## src/rtl/opll_write_scheduler.sv

```systemverilog
// Serialising write scheduler: queues CPU register writes and replays them to up to
// three FM chips, holding off each chip until its address/data recovery time has elapsed.
module opll_write_scheduler #(
  parameter int unsigned NUM_CHIPS  = 3,
  parameter int unsigned FIFO_DEPTH = 8,
  parameter int unsigned ADDR_WAIT  = 12,
  parameter int unsigned DATA_WAIT  = 84
) (
  input  logic       clk,
  input  logic       reset,
  input  logic       clk_en,
  input  logic [2:0] chip_en,
  input  logic       req_valid,
  output logic       req_ready,
  input  logic [1:0] req_chip,
  input  logic       req_a0,
  input  logic [7:0] req_data,
  output logic [2:0] opl_cs_n,
  output logic       opl_wr_n,
  output logic       opl_a0,
  output logic [7:0] opl_din,
  output logic [3:0] fifo_level,
  output logic       busy,
  output logic       overflow,
  output logic       dropped,
  input  logic       clear_flags
);

  localparam int unsigned PTR_W  = $clog2(FIFO_DEPTH);
  localparam int unsigned LVL_W  = PTR_W + 1;
  localparam int unsigned MAXW   = (ADDR_WAIT > DATA_WAIT) ? ADDR_WAIT : DATA_WAIT;
  localparam int unsigned WAIT_W = $clog2(MAXW + 1);

  typedef struct packed {
    logic [1:0] chip;
    logic       a0;
    logic [7:0] data;
  } entry_t;

  typedef enum logic {IDLE, STROBE} state_t;

  entry_t            mem [FIFO_DEPTH];
  logic [PTR_W-1:0]  wr_ptr, rd_ptr;
  logic [LVL_W-1:0]  level;
  logic [WAIT_W-1:0] wait_cnt [NUM_CHIPS];
  state_t            state;
  logic [1:0]        cur_chip;

  entry_t head;
  logic   push, pop, drop, head_ok, head_clear, any_wait;

  assign head = mem[rd_ptr];

  // Resolve head target: enabled/in-range chip and whether its recovery time is over
  always_comb begin
    head_ok    = 1'b0;
    head_clear = 1'b0;
    any_wait   = 1'b0;
    for (int i = 0; i < int'(NUM_CHIPS); i++) begin
      if (head.chip == 2'(i)) begin
        head_ok    = chip_en[i];
        head_clear = (wait_cnt[i] == WAIT_W'(0));
      end
      if (wait_cnt[i] != WAIT_W'(0)) any_wait = 1'b1;
    end
  end

  assign req_ready  = (level != LVL_W'(FIFO_DEPTH));
  assign push       = req_valid && req_ready;
  assign pop        = (state == IDLE) && (level != LVL_W'(0)) && (!head_ok || head_clear);
  assign drop       = pop && !head_ok;
  assign busy       = (level != LVL_W'(0)) || (state == STROBE) || any_wait;
  assign fifo_level = 4'(level);

  always_ff @(posedge clk) begin
    if (push) mem[wr_ptr] <= '{chip: req_chip, a0: req_a0, data: req_data};
  end

  always_ff @(posedge clk or posedge reset) begin
    if (reset) begin
      wr_ptr <= '0;
      rd_ptr <= '0;
      level  <= '0;
    end else begin
      if (push) wr_ptr <= wr_ptr + PTR_W'(1);
      if (pop)  rd_ptr <= rd_ptr + PTR_W'(1);
      case ({push, pop})
        2'b10:   level <= level + LVL_W'(1);
        2'b01:   level <= level - LVL_W'(1);
        default: level <= level;
      endcase
    end
  end

  // Per-chip recovery counters; the end-of-strobe load wins over the decrement
  always_ff @(posedge clk or posedge reset) begin
    if (reset) begin
      for (int i = 0; i < int'(NUM_CHIPS); i++) wait_cnt[i] <= '0;
    end else begin
      for (int i = 0; i < int'(NUM_CHIPS); i++) begin
        if (state == STROBE && clk_en && cur_chip == 2'(i))
          wait_cnt[i] <= opl_a0 ? WAIT_W'(DATA_WAIT) : WAIT_W'(ADDR_WAIT);
        else if (clk_en && wait_cnt[i] != WAIT_W'(0))
          wait_cnt[i] <= wait_cnt[i] - WAIT_W'(1);
      end
    end
  end

  always_ff @(posedge clk or posedge reset) begin
    if (reset) begin
      state    <= IDLE;
      cur_chip <= '0;
      opl_cs_n <= 3'b111;
      opl_wr_n <= 1'b1;
      opl_a0   <= 1'b0;
      opl_din  <= '0;
      overflow <= 1'b0;
      dropped  <= 1'b0;
    end else begin
      case (state)
        IDLE: begin
          if (pop && head_ok) begin
            state    <= STROBE;
            cur_chip <= head.chip;
            opl_a0   <= head.a0;
            opl_din  <= head.data;
            opl_cs_n <= ~(3'b001 << head.chip);
            opl_wr_n <= 1'b0;
          end
        end
        STROBE: begin
          if (clk_en) begin
            state    <= IDLE;
            opl_cs_n <= 3'b111;
            opl_wr_n <= 1'b1;
          end
        end
        default: state <= IDLE;
      endcase

      if (clear_flags)                 overflow <= 1'b0;
      else if (req_valid && !req_ready) overflow <= 1'b1;

      if (clear_flags) dropped <= 1'b0;
      else if (drop)   dropped <= 1'b1;
    end
  end

endmodule

```

## config.mk

```make
export PLATFORM = sky130hd
export DESIGN_NAME = opll_write_scheduler
export DESIGN_NICKNAME = d
export VERILOG_FILES = /design/src/rtl/opll_write_scheduler.sv
export SDC_FILE = /design/constraint.sdc
export NUM_CORES = 1
export LEC_CHECK = 0
export BUFFER_PORTS_ARGS = -buffer_cell sky130_fd_sc_hd__buf_2
export CORE_ASPECT_RATIO = 1.2
export CORE_MARGIN = 4
export CORE_UTILIZATION = 25
export DETAILED_ROUTE_END_ITERATION = 8
export SKIP_CTS_REPAIR_TIMING = 1
export SLEW_MARGIN = 10
export SYNTH_ARGS = -nofsm -noshare
export SYNTH_HDL_FRONTEND = slang
export SYNTH_SLANG_ARGS = --single-unit
export TNS_END_PERCENT = 20
```

## constraint.sdc

```tcl
create_clock -name clk -period 3.4 [get_ports clk]
set_input_delay 0.68 -clock clk [delete_from_list [all_inputs] [get_ports clk]]
set_output_delay 0.68 -clock clk [all_outputs]
set_load 0.05 [all_outputs]
```

# --- Yosys cells after proc, flatten, opt, wreduce, memory -nomap -nowiden ---
# Memory sizes are Yosys's and may differ from the RTL's.
# Index checks and enable logic that the tools add are counted.
totals:
  regBits: 49
  mem_bits_rw: 88
  input_bits: 19
  output_inout_bits: 21
  word_cells: 101
  mem_count: 1
mem_list:
  columns: ["name", "words", "word_bits", "read_ports", "rd_ports_with_merged_regs", "wr", "line_no", "text"]
  rows:
  - ["mem", 8, 11, 1, 0, 1, "42", "entry_t mem [FIFO_DEPTH];"]
classes:
  add_sub_neg: 7
  n_eq_ne: 9
  n_shift: 1
  n_mux: 32
  bitwise_logic: 2
  reduce_logical: 35
op_table:
  columns: ["op", "n"]
  rows:
  - ["2-to-1 mux 7 bit", 7]
  - ["logical NOT 7 bit", 3]
  - ["nonzero test 7 bit", 3]
  - ["subtractor 7 x 1 -> 7 bit, second input constant", 3]
  - ["2-to-1 mux 1 bit", 19]
  - ["logical AND 1 bit", 13]
  - ["nonzero test 2 bit", 6]
  - ["one-hot mux 4 bit (2 select lines)", 1]
  - ["adder 3 x 1 -> 3 bit, second input constant", 2]
  - ["equality test 2 x 1 -> 1 bit, second input constant", 3]
  - ["equality test 2 bit, second input constant", 3]
  - ["2-to-1 mux 3 bit", 2]
  - ["one-hot mux 3 bit (2 select lines)", 1]
  - ["adder 4 x 1 -> 4 bit, second input constant", 1]
  - ["logical NOT 2 bit", 2]
  - ["!= test 4 bit, second input constant", 1]
  - ["one-hot mux 1 bit (2 select lines)", 2]
  - ["AND reduction 2 bit", 2]
  - ["nonzero test 4 bit", 1]
  - ["subtractor 4 x 1 -> 4 bit, second input constant", 1]
  - ["logical OR 1 bit", 3]
  - ["inverter 3 bit", 1]
  - ["<< shifter 1 x 2 -> 3 bit, first input constant", 1]
  - ["logical NOT 1 bit", 2]
  - ["3 further kinds", 3]

# --- Longest topological paths before layout ---
# An unclocked memory read counts as a cell.
depth:
  depth_word: 11
  ltp_mapped: 13

# --- Worst setup path after synthesis ---
# No wires, ideal clock.
synth_path:
  kind: "register -> register"
  start: "register wait_cnt[7] in the netlist's numbering"
  end: "register level[3] (netlist: fifo_level[3])"
  arrival_ns: 2.942
  required_ns: 3.254
  setup_slack_ns: 0.312
  path_stages_with_launch: 14
  n_path_buf: 0
  cell_sequence: "dfrtp_1 inv_1 ha_1 or4b_2 o31ai_1 mux2i_1 a21oi_1 ha_1 ha_1 a21o_1 a21oi_1 xnor2_1 nor2_1 xor2_1"
synth_between:
  elab_chain_len: 7
  word_cells_on_any_way: 9
synth_lines:
  columns: ["element", "line_no", "text"]
  rows:
  - ["from (decl)", "45", "logic [WAIT_W-1:0] wait_cnt [NUM_CHIPS];"]
  - ["from (signal, indexed assignment)", "102", "wait_cnt[i] <= opl_a0 ? WAIT_W'(DATA_WAIT) : WAIT_W'(ADDR_WAIT);"]
  - ["from (signal, indexed assignment)", "104", "wait_cnt[i] <= wait_cnt[i] - WAIT_W'(1);"]
  - ["logical NOT 7 bit (*)", "62", "head_clear = (wait_cnt[i] == WAIT_W'(0));"]
  - ["2-to-1 mux 1 bit (*) (2 in series)", "60", "if (head.chip == 2'(i)) begin"]
  - ["logical OR 1 bit (*)", "70", "assign pop = (state == IDLE) && (level != LVL_W'(0)) && (!head_ok || head_clear);"]
  - ["logical AND 1 bit (*)", "70", null]
  - ["via pop", "50", "logic push, pop, drop, head_ok, head_clear, any_wait;"]
  - ["equality test 2 x 1 -> 1 bit or equality test 2 bit (tied branches)", "87", "case ({push, pop})"]
  - ["one-hot mux 4 bit (2 select lines) or nonzero test 2 bit (tied branches)", null, null]
  - ["to (signal assigned)", "88", "2'b10: level <= level + LVL_W'(1);"]
  - ["to (signal assigned)", "89", "2'b01: level <= level - LVL_W'(1);"]
  - ["to (signal assigned)", "90", "default: level <= level;"]
  - ["to (decl)", "44", "logic [LVL_W-1:0] level;"]
# Mark *: on every way through the listed nets, which the timed path passes. The rest lies on a longest branch.
# A chain may end at the register's enable or synchronous reset.

# --- Worst setup path after layout ---
# Same ends and word-level chain as after synthesis.

==> impl_results.md <==
- CP Buf/Inv Count: 1
- Die area: 25680 um^2
- Largest net degree at the start of global routing: 50
- FFs w/ async S/R, synth: 35.77%
- Vias per cell: 4.384
- Crit-path cells: inv_1 -> ha_1 -> or4b_2 -> o31ai_1 -> mux2i_1 -> a21oi_2 -> ha_1 -> ha_1 -> a21o_1 -> a21oi_1 -> xnor2_1 -> nor2_1 -> xor2_1
- Diode count: 0
- Initial antenna violation count: 2
- Lkg Pwr: 2.645 nW
- Vias post-DR: 3297
- Die height: 174.7 um
- Buffers added on ports: 39
- Root Buffer Master: clkbuf_16
- Layout cell share with drive strength beyond 1: 31.45%
- Critical Path Most Common Cell: ha_1
- Effective utilization at floorplan: 25.63%
- R2r setup slk: 0.21 ns
- Maximum VDD drop: 0.3911 mV
- Setup crit start: wait_cnt[7]
- First-pass GRT wire length: 18810 um
- Num CTS Buffers: 17
- CTS tree: built
- Slew HR: 36.09%
- Seq/Total Area, Yosys: 66.88%
- Final hold slack: 0.4405 ns
- EDFF count, synth: 88
- Skew-Pair Late Insertion Delay: 0.42 ns
- Core Region: 22600 um^2
- Total Routing Usage GR: 9.545%
- Crit-path slowest cell: or4b_2
- Pre-CTS setup slack: 0.1525 ns
- Final hold viol count: 0
- Sink Count: 137
- Nature of the critical path endpoint: register
- Post-route ant nets: 0
- Worst Path Required: 3.69 ns
- I/O pin total: 40
- Post-route insts no fill: 752
- CP peak stage delay: 0.66 ns
- Max Buffers Root-to-Sink: 2
- Die Width: 146.9 um
- Synth cell types: 45
- Drt pass-1 iters: 4
- Placed Area: 6425 um^2
- Vias in the first global route: 3504
- RSZ-0062 raised after global routing: false
- DR iter-0 viols: 144
- FILL cells: 2202
- Final Max Slew Viols: 0
- Setup Viol. Count Final: 0
- Dpl cells: 721
- Power Total: 6.525 mW
- Avg Inst Size Synth: 15.74 um^2
- Least-Margin Pin Slew: 0.9566 ns
- Crit-path max FO: 4
- Critical path class: reg -> reg
- PnR worst setup slack: 0.2123 ns
- Run status: finished, final reports clean
- Util after Layout: 31.00%
- Residual DRC count: 0
- Clock Skew: 0.008740 ns
- WL per Instance: 15.74 um
- Worst path arrival time: 3.48 ns
- Most used DFF post-synth: edfxtp_1
- Post-Route WL: 11840 um
- Warnings from Yosys: 0
- CP top delay family: compound AO/OA/AOI/OAI gates
- CTS H-tree lvls: 4
- Synth-to-Final Area Change: 20.93%
- Syn Inst Count: 368
- Crit path time final: 3.188 ns
- Crit share post-route: 93.75%
- Final #Nets: 459
- Syn Std Cell Area: 5792 um^2
- Syn nets: 397
- Max Cap Violations: 0
- Worst setup SP type: register
- Gpl congestion: 0.8287
- Power per cell area: 931.6 nW/um^2
- Worst Hold Class: in -> async
- Remaining global-route overflow: 0
- Synth Register Bits: 137
- Fmax achieved: 313.7 MHz
- Setup TNS: 0 ns
- Fin area: 7004 um^2
- HPWL after DPL: 7879 um
- Reg2reg start: wait_cnt[7]
- Clock Pin Slew Worst Setup and Hold Paths: 0.06 ns
- Row cnt: 60
## synth_stat cells, types with 3 or more instances
library cell	n	area, um^2
a211oi_1	3	22.52
a21o_1	4	30.03
a21oi_1	9	45.04
a31oi_1	3	18.77
and2_1	3	18.77
clkbuf_1	6	22.52
dfrtp_1	45	1126
dfstp_2	4	105.1
edfxtp_1	88	2643
ha_1	9	112.6
inv_1	13	48.80
mux2_2	16	180.2
mux2_4	6	90.09
mux2i_1	3	30.03
mux4_2	21	473.0
nand2_1	23	86.33
nand2b_1	3	18.77
nand3_1	7	35.03
nor2_1	30	112.6
nor3_1	9	45.04
nor4_1	5	31.28
o21ai_0	5	25.02
xnor2_1	11	96.34
xor2_1	10	87.58
## area by class of cell
class	instances	area, um^2	share of cell area [%]
repair buffers	53	300.3	4.287
inverters	13	50.05	0.7145
flip-flops and latches	137	3875	55.32
clock inverters	14	147.6	2.108
clock buffers	17	425.4	6.074
multi-input cells	208	1818	25.96
well taps	310	387.9	5.538
## cell usage in the layout (no fill, tap or decap), types with 3 or more instances in the layout
cell type   Yosys  layout
mux2_2         16      16
o21ai_0         5       5
dfrtp_1        45      44
a211oi_1        3       3
a21o_1          4       4
clkinvlp_4      0       3
buf_2           2      39
dfstp_2         4       4
mux4_2         21      21
mux2_4          6       6
ha_1            9       9
xor2_1         10      10
inv_1          13      12
edfxtp_1       88      88
nor2_1         30      30
a21oi_1         9       8
mux2i_1         3       3
nand3_1         7       7
and2_1          3       3
nand2_1        23      23
nor3_1          9       9
clkbuf_16       0      17
xnor2_1        11      11
nor4_1          5       5
inv_6           0       4
a31oi_1         3       3
buf_4           0      14
nand2b_1        3       3
## path summary, 6_finish.rpt
kind                       cells after the start             to
min in group clk                               2        dropped
max in group asynchronous                      2      rd_ptr[0]
max reg2reg                                   13  fifo_level[3]
max                                           13  fifo_level[3]
min reg2reg                                    1     opl_din[3]
min                                            2    wait_cnt[9]
## report_power, final
part | total [mW] | switching [mW] | internal (mW) | leakage [nW]
sequential | 2.53 | 0.304 | 2.23 | 1.39
combinational | 2.23 | 1.24 | 0.986 | 0.978
clock | 1.77 | 0.691 | 1.08 | 0.272
total | 6.53 | 2.24 | 4.29 | 2.64
## metal layers
layer	vias to the layer above	wire length, um	global-route usage [%]
met2	62	6000	16.36
met4	4	260	3.963
met3	27	504	3.320
met5	-	22	0
met1	1694	5047	10.86
li1	1510	-	-
## sequential cells by signal, indices dropped and copies added, names as in the netlist
register    flops
fifo_level      4
wr_ptr          3
opl_a0          1
opl_wr_n        1
rd_ptr          3
wait_cnt       21
cur_chip        2
overflow        1
dropped         1
opl_din         8
mem            88
state           1
opl_cs_n        3
## logic make-up (layout without fill, tap and decap cells)
family	Yosys count	after routing	synth area share (%)
muxes	47	47	13.80
adders and majority gates	10	10	2.290
AOI/OAI and AO/OA	33	33	3.867
buffers and inverters	23	97	1.793
xor gates and xnor gates	21	21	3.176
DFF	137	137	66.88
and+or+nand+nor	97	97	8.187
## worst reg2reg max path: cells and delay by family, from the launching register on
kind / cells / cell delay [ns]
AOI/OAI and AO/OA: 4 / 0.79
xor gates and xnor gates: 2 / 0.28
adders and majority gates: 3 / 0.68
buffers and inverters: 1 / 0.09
DFF: 1 / 0.37
muxes: 1 / 0.13
and+or+nand+nor: 2 / 0.73
Power figures use the tool's default switching activity.
